--- config.mk ---
export PLATFORM = sky130hd
export DESIGN_NAME = uart_packet_rx
export DESIGN_NICKNAME = d
export VERILOG_FILES = /design/src/rtl/uart_packet_rx.sv
export SDC_FILE = /design/constraint.sdc
export NUM_CORES = 1
export LEC_CHECK = 0
export BUFFER_PORTS_ARGS = -buffer_cell sky130_fd_sc_hd__buf_2
export CORE_MARGIN = 1
export CORE_UTILIZATION = 58
export DETAILED_ROUTE_END_ITERATION = 8
export HOLD_SLACK_MARGIN = 0.03
export MAX_ROUTING_LAYER = met4
export PLACE_DENSITY = 0.8
export REMOVE_ABC_BUFFERS = 1
export SYNTH_ARGS = -nofsm -noshare
export SYNTH_HDL_FRONTEND = slang
export SYNTH_SLANG_ARGS = --single-unit
--- constraint.sdc ---
create_clock -name clk -period 7.9 [get_ports clk]
set_input_delay 1.58 -clock clk [delete_from_list [all_inputs] [get_ports clk]]
set_output_delay 1.58 -clock clk [all_outputs]
set_load 0.05 [all_outputs]
--- src/rtl/uart_packet_rx.sv ---
// ============================================================================
// Module   : uart_packet_rx
// Brief    : Assembles SYNC/CMD/LEN/payload/CHK byte frames into checked
//            packets of 16-bit words, presented on a valid/ready handshake.
// Revision : 1.0 - initial release
// ============================================================================
`default_nettype none

module uart_packet_rx #(
  parameter int          MAX_WORDS = 4,
  parameter logic [7:0]  SYNC      = 8'hA5,
  parameter int          TIMEOUT   = 200000
) (
  input  logic                    clk,
  input  logic                    reset,
  input  logic [7:0]              rx_data,
  input  logic                    rx_done,
  input  logic                    pkt_ready,
  output logic                    pkt_valid,
  output logic [7:0]              pkt_cmd,
  output logic [2:0]              pkt_len,
  output logic [16*MAX_WORDS-1:0] pkt_data,
  output logic                    busy,
  output logic                    err_chk,
  output logic                    err_frame,
  output logic                    err_timeout,
  output logic                    overrun
);

  localparam int               c_TW         = $clog2(TIMEOUT + 1);
  localparam logic [c_TW-1:0]  c_TIMER_LAST = c_TW'(TIMEOUT - 1);
  localparam logic [7:0]       c_MAX_LEN    = 8'(MAX_WORDS);

  typedef enum logic [2:0] {
    S_IDLE = 3'd0,
    S_CMD  = 3'd1,
    S_LEN  = 3'd2,
    S_DLO  = 3'd3,
    S_DHI  = 3'd4,
    S_CHK  = 3'd5,
    S_HOLD = 3'd6
  } state_t;

  state_t            r_state;
  logic [7:0]        r_cmd;
  logic [2:0]        r_len;
  logic [7:0]        r_chk;
  logic [2:0]        r_idx;
  logic [c_TW-1:0]   r_timer;
  logic [15:0]       r_words [MAX_WORDS];
  logic [16*MAX_WORDS-1:0] w_words_flat;
  logic              w_in_frame;

  assign w_in_frame = (r_state == S_CMD) || (r_state == S_LEN) ||
                      (r_state == S_DLO) || (r_state == S_DHI) ||
                      (r_state == S_CHK);

  // Working word buffer; cleared at the command byte so short packets read 0 above LEN.
  for (genvar i = 0; i < MAX_WORDS; i++) begin : g_word
    always_ff @(posedge clk or posedge reset) begin
      if (reset) begin
        r_words[i] <= '0;
      end else if (rx_done) begin
        if (r_state == S_CMD) begin
          r_words[i] <= '0;
        end else if (r_state == S_DLO && r_idx == 3'(i)) begin
          r_words[i][7:0] <= rx_data;
        end else if (r_state == S_DHI && r_idx == 3'(i)) begin
          r_words[i][15:8] <= rx_data;
        end
      end
    end
    assign w_words_flat[16*i +: 16] = r_words[i];
  end

  always_ff @(posedge clk or posedge reset) begin
    if (reset) begin
      r_state     <= S_IDLE;
      r_cmd       <= '0;
      r_len       <= '0;
      r_chk       <= '0;
      r_idx       <= '0;
      r_timer     <= '0;
      pkt_valid   <= 1'b0;
      pkt_cmd     <= '0;
      pkt_len     <= '0;
      pkt_data    <= '0;
      busy        <= 1'b0;
      err_chk     <= 1'b0;
      err_frame   <= 1'b0;
      err_timeout <= 1'b0;
      overrun     <= 1'b0;
    end else begin
      err_chk     <= 1'b0;
      err_frame   <= 1'b0;
      err_timeout <= 1'b0;
      overrun     <= 1'b0;

      if (!w_in_frame) begin
        r_timer <= '0;
      end

      case (r_state)
        S_IDLE: begin
          if (rx_done && rx_data == SYNC) begin
            r_state <= S_CMD;
            busy    <= 1'b1;
          end
        end

        S_CMD, S_LEN, S_DLO, S_DHI, S_CHK: begin
          if (rx_done) begin
            r_timer <= '0;
            case (r_state)
              S_CMD: begin
                r_cmd   <= rx_data;
                r_chk   <= rx_data;
                r_idx   <= '0;
                r_state <= S_LEN;
              end
              S_LEN: begin
                r_chk <= r_chk ^ rx_data;
                r_len <= rx_data[2:0];
                if (rx_data > c_MAX_LEN) begin
                  err_frame <= 1'b1;
                  busy      <= 1'b0;
                  r_state   <= S_IDLE;
                end else if (rx_data == 8'd0) begin
                  r_state <= S_CHK;
                end else begin
                  r_state <= S_DLO;
                end
              end
              S_DLO: begin
                r_chk   <= r_chk ^ rx_data;
                r_state <= S_DHI;
              end
              S_DHI: begin
                r_chk <= r_chk ^ rx_data;
                r_idx <= r_idx + 3'd1;
                if (r_idx + 3'd1 == r_len) begin
                  r_state <= S_CHK;
                end else begin
                  r_state <= S_DLO;
                end
              end
              default: begin
                // CHK byte: publish only a verified frame, else keep the last packet.
                if (rx_data == r_chk) begin
                  pkt_cmd   <= r_cmd;
                  pkt_len   <= r_len;
                  pkt_data  <= w_words_flat;
                  pkt_valid <= 1'b1;
                  r_state   <= S_HOLD;
                end else begin
                  err_chk <= 1'b1;
                  busy    <= 1'b0;
                  r_state <= S_IDLE;
                end
              end
            endcase
          end else if (r_timer == c_TIMER_LAST) begin
            err_timeout <= 1'b1;
            busy        <= 1'b0;
            r_timer     <= '0;
            r_state     <= S_IDLE;
          end else begin
            r_timer <= r_timer + 1'b1;
          end
        end

        S_HOLD: begin
          if (rx_done) begin
            overrun <= 1'b1;
          end
          if (pkt_ready) begin
            pkt_valid <= 1'b0;
            busy      <= 1'b0;
            r_state   <= S_IDLE;
          end
        end

        default: begin
          busy    <= 1'b0;
          r_state <= S_IDLE;
        end
      endcase
    end
  end

endmodule

`default_nettype wire

==> impl_results.md, run 1 <==
* Sequential-to-total area share from yosys stat at 0.5954
* Relative slew slack at 0.1824
* Largest net degree at the start of global routing at 100
* Most frequent cells in the layout: dfrtp_1 (188), buf_2 (92), o21ai_0 (75)
* Drt pass-1 iters at 5
* Worst Tran Pin Value at 1.226 ns
* Net Sw Power at between 800 and 900 uW
* Setup Fix Bufs, Post-CTS at 0
* Gate power share at 0.213
* DR DRC count at 0
* Initial core utilization at 0.5967
* Pleak at roughly 4.5 nW
* Synth Register Bits at 188
* Layout net count at 764
* Peak supply drop at 0.1768 mV
* Clock skew at 0.009110 ns
* # fillers at 1037
* Avg WL per Cell at 17.40 microns
* Seq pwr share at 0.488
* # Max-Cap Violations at 0
* Post-route setup slack at 4.278 ns
* Ys async rst share at 1.000
* First-pass GRT wire length at roughly 27 mm
* Finished Layout Cells at ~930
* Pre-CTS WS at 3.870 ns
* Critical path arrival at approximately 3.9 ns
* Ports at 93
* Syn Area/Cell at 11.71 sq um
* Vias in the first global route at ~5400
* Final hold slack at between 0.4 and 0.5 ns
* EDFF count, synth at 0
* Post-cts resize count at 0
* Hold_buf cts at 0
* Fin crit period at roughly 3.6 ns
* Dpl cells at 903
* Die area at 0.01409 sq mm
* Clock Tree Buf Depth at 2
* CTS tree: done
* Port Buffer Count at 92
* CTS clk-pin slew, worst paths at 0.07 ns
* Rows at 42
* Crit share post-route at 0.4584
* Worst setup EP type: flip-flop
* Post-DP HPWL at between 10 and 15 mm
* Tot GR Track Use at 0.2560
* Vias after detailed routing at 5419
* Yosys warning count at 0
* Vias/cell at 5.802
* Initial antenna violation count at 0
* Clock Root Buffer: clkbuf_16
* Die Height at roughly 120 microns
* H-tree Lvls at 4
* DR iter-0 viols at around 540
* CTS Buf Count at 17
* Power share of the clock group at 0.299
* Switching Share at 0.3277
* Skew-Pair Late Insertion Delay at about 0.43 ns
* Mapped Cells at about 680
* Largest fanout on the critical path at 76
* Commonest non-fill, non-tap cell in the layout: dfrtp_1
* WP data required at 8.21 ns
* Gr ovfl total at 0
* Clk sinks at 188
* Startpoint Class: input pin
* Main synth FF type: dfrtp_1
* Core Footprint at 0.01324 sq mm
* Fmax at 276.1 MHz
* Die X-Extent at 118.7 microns
* Final Max Slew Viols at 0
* Post-Syn Area at 0.007901 sq mm
* Power Density at approximately 300 mW/mm^2
* Area growth syn-to-layout at 13.19%
* Pint at 1.844 mW
* Routability Congestion at 0.8888
* Min-delay worst type: flip-flop to flip-flop
* Setup TNS at 0 ns
* Final hold violations at 0
* RSZ-0062 raised after global routing: no
* Util after Layout at 0.6754
* Status: completed
* Setup CP Type: input pin to flip-flop
* Ant. Diodes at 0
* Drt total wl at 16.25 mm
* Setup Viol. Count Final at 0
* Detail Route Antenna Nets at 0
* Post-synthesis cell type count at 48
* Share of cells above drive strength 1 at 0.2375
==> Yosys cell counts (3+ instances only) <==
library cell,number,area [sq um]
a21oi_1,26,130.1
a22o_1,11,96.34
a31oi_1,6,37.54
and3_1,4,25.02
buf_2,5,25.02
buf_4,4,30.03
buf_8,5,75.07
clkbuf_1,28,105.1
dfrtp_1,188,4705
ha_1,6,75.07
inv_1,12,45.04
mux2_1,39,439.2
mux2_2,48,540.5
nand2_1,59,221.5
nand2b_1,4,25.02
nand3_1,39,195.2
nand4_1,10,62.56
nor2_1,28,105.1
nor3_1,9,45.04
nor3b_1,3,22.52
o21a_1,3,22.52
o21ai_0,75,375.4
o21ai_1,4,20.02
or2_2,3,18.77
or3_1,8,50.05
xnor2_1,11,96.34
xor2_1,10,87.58
==> per-stage QoR <==
step | instance area (sq um) | power (mW)
6_report | 8944 | 2.742
5_1_grt | 8944 | 2.886
4_1_cts | 8944 | 2.747
3_5_place_dp | 8369 | 1.926
3_3_place_gp | 8369 | 1.878
2_1_floorplan | 7666 | 1.726
==> sequential cells by signal (all words and copies together) (netlist names) <==
name	cells
busy	1
err_chk	1
err_frame	1
err_timeout	1
overrun	1
pkt_cmd	8
pkt_data	64
pkt_len	3
pkt_valid	1
r_chk	8
r_cmd	8
r_idx	3
r_len	3
r_state	3
r_timer	18
r_words	64
==> logic make-up after synthesis <==
family                     Yosys count  share of synthesized area
AOI/OAI and AO/OA                  138                     0.1001
muxes                               88                     0.1253
xor gates and xnor gates            21                    0.02328
buffers and inverters               54                    0.03547
and+or+nand+nor                    180                     0.1110
adders and majority gates            6                   0.009501
DFF                                188                     0.5954
==> final timing paths <==
path / startpoint / slack (ns) / cells past startpoint / endpoint
setup / recovery: rx_data[1] / 4.28 / 6 / pkt_data[49]
min in group asynchronous: reset / 1.34 / 2 / pkt_data[4]
hold reg to reg: r_timer[0] / 0.45 / 1 / r_timer[0]
setup reg to reg: r_state[1] / 5.16 / 3 / pkt_data[49]
max in group asynchronous: reset / 4.95 / 3 / r_timer[11]
hold / removal: r_timer[0] / 0.45 / 1 / r_timer[0]
==> area by class of cell <==
class,instances,area (sq um),share of cell area
Clock buffer,20,466.7,0.05218
Tap cell,176,220.2,0.02462
Timing Repair Buffer,94,475.5,0.05316
Clock inverter,11,107.6,0.01203
Sequential cell,188,4705,0.5260
Inverter,12,50.05,0.005596
Multi-Input combinational cell,433,2919,0.3264
==> power by group through the flow <==
stage | registers, mW | logic (mW) | clock network (mW)
after global routing | 1.36 | 0.656 | 0.870
after CTS | 1.33 | 0.585 | 0.831
after detailed placement | 1.35 | 0.579 | 0
after floorplan | 1.32 | 0.403 | 0
after global placement | 1.33 | 0.545 | 0
final | 1.34 | 0.585 | 0.821
==> routing by layer <==
layer	wire, microns	part of all wire	up-vias	GRT usage
met5	0	0	-	-
met4	317	0.020	0	0.09019
met3	981	0.060	33	0.05212
met2	7936	0.49	202	0.4039
met1	7018	0.43	2672	0.3313
li1	-	-	2512	-
==> critical path: stages <==
cell and delay, ns:
buf_2 0.18, xor2_1 0.17, nor4_2 0.33, and2b_1 0.24, and4_4 0.90, mux2_2 0.42
Note: power is estimated with default switching activity, not from simulation.
==> run 2, diff against run 1 <==
==> constraint.sdc (replaced) <==
create_clock -name clk -period 3.6 [get_ports clk]
set_input_delay 0.72 -clock clk [delete_from_list [all_inputs] [get_ports clk]]
set_output_delay 0.72 -clock clk [all_outputs]
set_load 0.05 [all_outputs]
==> run 2 against run 1 <==
Net effect: sequential cell count did not move; sequential share of layout area shrank 0.41 points; hold slack got worse by 0.045 ns; highest routed layer unchanged; count of clock-buffer cells in the layout shrank 2; sequential power is 120% higher; combinational power up 130%; largest cell class unchanged; largest power group unchanged; global-route usage increased by 0.93 points; power up 120%; core utilization up 0.53 points; critical endpoint is now pkt_data[29].
==> impl_results.md, run 2 (synthesis results as in run 1) <==
* Worst setup EP type: flip-flop
* Peak supply drop at 0.3626 mV (+110%)
* Drt total wl at 16.99 mm (+4.5%)
* Die X-Extent at 118.7 microns (unchanged)
* Clock skew at 0.01099 ns (+0.001879 ns)
* Worst Tran Pin Value at 1.269 ns (+0.04260 ns)
* Clock Tree Buf Depth at 2 (unchanged)
* First-pass GRT wire length at 27.83 mm (+2.2%)
* Post-DP HPWL at 11.24 mm (+5.3%)
* DR DRC count at 0 (unchanged)
* Avg WL per Cell at 18.04 microns (+3.6%)
* Skew-Pair Late Insertion Delay at 0.44 ns (about the same)
* Detail Route Antenna Nets at 0 (unchanged)
* Largest net degree at the start of global routing at 83 (-17%)
* Largest fanout on the critical path at 28 (-63%)
* Fmax at 401.2 MHz
* Initial core utilization at 0.5967 (unchanged)
* Final hold violations at 0 (unchanged)
* Rows at 42 (unchanged)
* Relative slew slack at 0.1540 (-0.02840)
* Pleak at 4.508 nW (+0.85%)
* Vias/cell at 5.979 (+3.0%)
* Most frequent cells in the layout: dfrtp_1 (188), buf_2 (92), o21ai_0 (75)
* Die area at 0.01409 sq mm (unchanged)
* Ports at 93 (unchanged)
* DR iter-0 viols at 424 (-21%)
* Hold_buf cts at 0 (unchanged)
* Path depth of the worst reg2reg path at 6 (+3)
* Routability Congestion at 0.9025 (+1.5%)
* RSZ-0062 raised after global routing: no
* Tot GR Track Use at 0.2654 (+0.009327)
* Vias after detailed routing at 5632 (+3.9%)
* Reg-to-reg slack, setup at 1.11 ns (-4.05 ns)
* Startpoint Class: input pin
* Tot Pwr at 6.043 mW (+120%)
* Min-delay worst type: input pin to async pin
* Initial antenna violation count at 0 (unchanged)
* Setup CP Type: input pin to flip-flop
* CTS clk-pin slew, worst paths at 0.07 ns (about the same)
* Setup TNS at 0 ns (unchanged)
* Layout net count at 771 (+0.92%)
* Commonest non-fill, non-tap cell in the layout: dfrtp_1
* Area growth syn-to-layout at 14.08%
* Port Buffer Count at 92 (unchanged)
* Vias in the first global route at 5378 (+0.20%)
* Share of cells above drive strength 1 at 0.2454 (+0.007964)
* Setup Fix Bufs, Post-CTS at 0 (unchanged)
* Core Footprint at 0.01324 sq mm (unchanged)
* CTS tree: done
* Final hold slack at 0.4070 ns (-0.04476 ns)
* Setup Viol. Count Final at 0 (unchanged)
* Post-cts resize count at 0 (unchanged)
* Status: completed
* Ant. Diodes at 0 (unchanged)
* H-tree Lvls at 4 (unchanged)
* Clock Root Buffer: clkbuf_16
* Dpl cells at 910 (+0.78%)
* Crit share post-route at 0.6923
* WP data required at 3.92 ns (-4.29 ns)
* # Max-Cap Violations at 0 (unchanged)
* Largest regs: pkt_data x64, r_words x64, r_timer x18
* Fin crit period at 2.492 ns
* Finished Layout Cells at 942 (+0.86%)
* Critical path arrival at 2.81 ns (-1.12 ns)
* Drt pass-1 iters at 6 (+1)
* Final Max Slew Viols at 0 (unchanged)
* Gr ovfl total at 0 (unchanged)
* Power Density at 670.4 mW/mm^2 (+120%)
* Util after Layout at 0.6807 (+0.005291)
* Die Height at 118.7 microns (unchanged)
* Clk sinks at 188 (unchanged)
* CTS Buf Count at 17 (unchanged)
## run 2: changes by cell type in the layout (fill, tap and decap cells not counted)
cell / previous run / this run
buf_4: 2 / 7
clkinv_4: 2 / 4
clkinv_2: 2 / 0
inv_8: 0 / 3
bufinv_16: 1 / 0
clkbuf_8: 3 / 1
inv_6: 5 / 6
buf_12: 0 / 2
## run 2: final cells by class
type / count / area [sq um]
Inverter: 12 / 50.05
Fill cell: 977 / 4229
Clock buffer: 18 / 439.2
Sequential cell: 188 / 4705
Multi-Input combinational cell: 433 / 2919
Clock inverter: 14 / 127.6
Timing Repair Buffer: 101 / 553.0
Tap cell: 176 / 220.2
## run 2: metrics by stage
step | instance area (sq um) | worst slack, ns
floorplan | 7666 | -2.234
global placement | 8447 | 0.7350
detailed placement | 8447 | 0.6478
CTS | 9014 | 1.118
global route | 9014 | 0.9385
finish | 9014 | 1.108
## run 2: worst max-delay path, cell delays in order
cell and delay, ns:
buf_2 0.18, xor2_1 0.17, nor4_2 0.29, and2b_1 0.23
and4_4 0.54, buf_4 0.31, mux2_2 0.36
## run 2: path summary, 6_finish.rpt
kind                             from      endpoint
max reg2reg                  r_chk[5]  pkt_data[29]
max in group asynchronous       reset  pkt_data[11]
min                             reset   pkt_data[6]
max                        rx_data[1]  pkt_data[29]
min reg2reg                r_timer[0]    r_timer[0]
min in group clk           r_timer[0]    r_timer[0]
## run 2: metal layers
| layer | GRT usage | wire, microns | vias up |
|---|---|---|---|
| met1 | 0.3558 | 7463 | 2862 |
| met4 | 0.09968 | 308 | 0 |
| met3 | 0.05068 | 946 | 20 |
| met5 | - | 0 | - |
| li1 | - | - | 2532 |
| met2 | 0.4053 | 8272 | 218 |
## run 2: power by group
part / switching [mW] / leakage, nW / internal (mW) / total (mW)
clock: 0.860 / 0.274 / 0.930 / 1.79
combinational: 0.847 / 1.71 / 0.498 / 1.34
sequential: 0.362 / 2.53 / 2.55 / 2.91
total: 2.07 / 4.51 / 3.97 / 6.04
==> run 3, diff against run 2 <==
--- a/config.mk
+++ b/config.mk
@@ -5,6 +5,7 @@
 export SDC_FILE = /design/constraint.sdc
 export NUM_CORES = 1
 export LEC_CHECK = 0
+export ABC_AREA = 1
 export BUFFER_PORTS_ARGS = -buffer_cell sky130_fd_sc_hd__buf_2
 export CORE_MARGIN = 1
 export CORE_UTILIZATION = 58
==> constraint.sdc (replaced) <==
create_clock -name clk -period 2.5 [get_ports clk]
set_input_delay 0.5 -clock clk [delete_from_list [all_inputs] [get_ports clk]]
set_output_delay 0.5 -clock clk [all_outputs]
set_load 0.05 [all_outputs]
==> run 3 against run 2 <==
Net effect: first-iteration DRC count up 22%; combinational power up 74%; critical path depth up 2; cell area up 2.3%; sequential power up 39%; sequential cell count unchanged; count of clock-buffer cells in the layout up 1; clock power up 49%; sequential share of layout area down 1.2 points; routed wire length down 2.7%; worst setup slack worse by 0.79 ns.
==> impl_results.md, run 3 <==
* Most frequent cells in the layout: nand2_1 (241), dfrtp_1 (188), inv_1 (117)
* Drt pass-1 iters at 5 (-1)
* Setup CP Type: flip-flop to flip-flop
* Placed Area at 0.008633 sq mm (+2.2%)
* Synth top area share at 0.5840 (-0.01138)
* Fmax at roughly 460 MHz
* Largest net degree at the start of global routing at 105 (+27%)
* Port Buffer Count at 92 (unchanged)
* Area growth syn-to-layout at 14.45%
* Worst Tran Pin Value at 0.5951 ns (-0.6739 ns)
* EDFF count, synth at 0 (unchanged)
* Fin crit period at 2.184 ns
* Worst setup EP type: flip-flop
* Area leader, netlist: dfrtp_1
* Vias after detailed routing at 6086 (+8.1%)
* # Max-Cap Violations at 0 (unchanged)
* H-tree Lvls at 4 (unchanged)
* Post-route cell area at 0.009219 sq mm (+2.3%)
* Die area at 0.01436 sq mm (+1.9%)
* Min-delay worst type: input pin to async pin
* Pleak at 4.606 nW (+2.2%)
* Crit share post-route at 0.8734
* Count leader, synth: nand2_1
* Final hold violations at 0 (unchanged)
* Share of cells above drive strength 1 at 0.1703 (-0.07509)
* Post-synthesis cell type count at 38 (-21%)
* Commonest non-fill, non-tap cell in the layout: nand2_1
* First-pass GRT wire length at 27.70 mm (-0.47%)
* Die Height at 119.9 microns (+0.96%)
* Hold_buf cts at 0 (unchanged)
* Ant. Diodes at 0 (unchanged)
* Core Footprint at 0.01340 sq mm (+1.2%)
* Clock Root Buffer: clkbuf_16
* Main synth FF type: dfrtp_1
* Largest fanout on the critical path at 47 (+68%)
* CTS Buf Count at 17 (unchanged)
* Setup Fix Bufs, Post-CTS at 0 (unchanged)
* Sequential-to-total area share from yosys stat at 0.5840 (-0.01138)
* Largest regs: pkt_data x64, r_words x64, r_timer x18
* Initial antenna violation count at 0 (unchanged)
* Synth cell count leaders: nand2_1 (241), dfrtp_1 (188), inv_1 (118)
* Status: completed
* Relative slew slack at 0.6033 (+0.4493)
* Clock skew at 0.007759 ns (-0.003231 ns)
* Peak supply drop at 0.5623 mV (+55%)
* Critical path arrival at 2.47 ns (-0.34 ns)
* DR iter-0 viols at 519 (+22%)
* CTS tree: done
* RSZ-0062 raised after global routing: no
* Gr ovfl total at 0 (unchanged)
* Power Density at 980.1 mW/mm^2 (+46%)
* Detail Route Antenna Nets at 0 (unchanged)
* Synth top area cells: dfrtp_1 (58%), nand2_1 (11%), o21ai_0 (7.1%)
* Ys async rst share at 1.000 (unchanged)
* Avg WL per Cell at 14.09 microns (-22%)
* Skew-Pair Late Insertion Delay at 0.42 ns (-0.02 ns)
* Vias/cell at 5.184 (-13%)
* Vias in the first global route at 5683 (+5.7%)
* WP data required at 2.78 ns (-1.14 ns)
* Post-Syn Area at 0.008055 sq mm (+1.9%)
* Clk sinks at 188 (unchanged)
* Initial core utilization at 0.6011 (+0.004465)
* Rows at 42 (unchanged)
* Reg-to-reg slack, setup at 0.32 ns (-0.79 ns)
* Synth Register Bits at 188 (unchanged)
* Post-DP HPWL at 10.83 mm (-3.6%)
* Yosys warning count at 0 (unchanged)
* Reg2reg end: pkt_data[15]
* Tot GR Track Use at 0.2559 (-0.009459)
* Critical R2R Launch: r_state[1]
* Layout net count at 1003 (+30%)
* Clock Tree Buf Depth at 2 (unchanged)
* DR DRC count at 0 (unchanged)
* Setup TNS at 0 ns (unchanged)
* Final Max Slew Viols at 0 (unchanged)
* Syn Area/Cell at 8.980 sq um (-23%)
* Setup Viol. Count Final at 0 (unchanged)
* CP Launch Point: r_state[1]
* Drt total wl at 16.54 mm (-2.7%)
* CTS clk-pin slew, worst paths at 0.07 ns (about the same)
* Ports at 93 (unchanged)
* Die X-Extent at 119.9 microns (+0.96%)
* Path depth of the worst reg2reg path at 9 (+3)
* Routability Congestion at 0.9197 (+1.9%)
* Mapped Cells at 897 (+33%)
* Startpoint Class: flip-flop
* Post-cts resize count at 0 (unchanged)
==> run 3: cell count changes in the layout (fill, tap and decap cells not counted), moves of 18 or more <==
cell     change
nand2_1    +182
mux2_1      -39
nor2_1      +21
nand3_1     -18
o21ai_1     +33
o21ai_0     +40
inv_1      +106
mux2_2      -48
==> run 3: how the worst max path moves through the flow <==
stage                         endpoint  slack, ns  depth (start not counted)
after floorplan                   busy      -3.11                          1
after global routing      pkt_data[56]       0.17                         10
after global placement    pkt_data[32]       0.47                          6
final                     pkt_data[15]       0.32                          9
after CTS                 pkt_data[15]       0.33                          9
after detailed placement  pkt_data[63]       0.41                         10
==> run 3: worst max-delay path: stages (launching register included) <==
cell and delay, ns:
dfrtp_1 0.46, inv_2 0.17, nand3_4 0.12, nand2_2 0.25, inv_2 0.10, nand2_1 0.10
clkinv_2 0.11, nand4_4 0.10, buf_4 0.45, o21ai_0 0.16
==> run 3: layer usage <==
layer / global-route usage / routed length [microns]
met5: - / 0
met4: 0.08984 / 312
met3: 0.05323 / 631
met2: 0.3837 / 7709
met1: 0.3491 / 7884
==> run 3: logic make-up after synthesis <==
family / count (synthesis) / synth area share
simple gates: 340 / 0.1752
compound gates: 198 / 0.1375
flops: 188 / 0.5840
buf+inv: 157 / 0.08527
xor+xnor: 8 / 0.008699
fa+ha+maj: 6 / 0.009319
==> run 3: layout make-up <==
class	count	area, sq um
tap	176	220.2
clock inverter	13	142.6
timing repair buffer	102	573.1
multi-input combinational	552	2664
clock buffer	19	442.9
fill	1061	4182
sequential	188	4705
inverter	124	471.7
==> run 3: power breakdown <==
group | switching, mW | internal (mW)
clock | 1.16 | 1.51
sequential | 0.360 | 3.68
combinational | 1.66 | 0.671
==> run 3: per-stage QoR <==
step | worst slack, ns | std cells | utilization | hold slack (ns) | power (mW)
after floorplan | -3.114 | 864 | - | 0.4321 | 5.730
after global placement | 0.4672 | 1142 | 0.6443 | 0.4513 | 6.288
after detailed placement | 0.4112 | 1142 | 0.6443 | 0.4607 | 6.384
after CTS | 0.3287 | 1174 | 0.6880 | 0.1395 | 9.075
after global routing | 0.1666 | 1174 | 0.6880 | 0.1525 | 9.589
final | 0.3164 | 1174 | 0.6880 | 0.1268 | 9.035
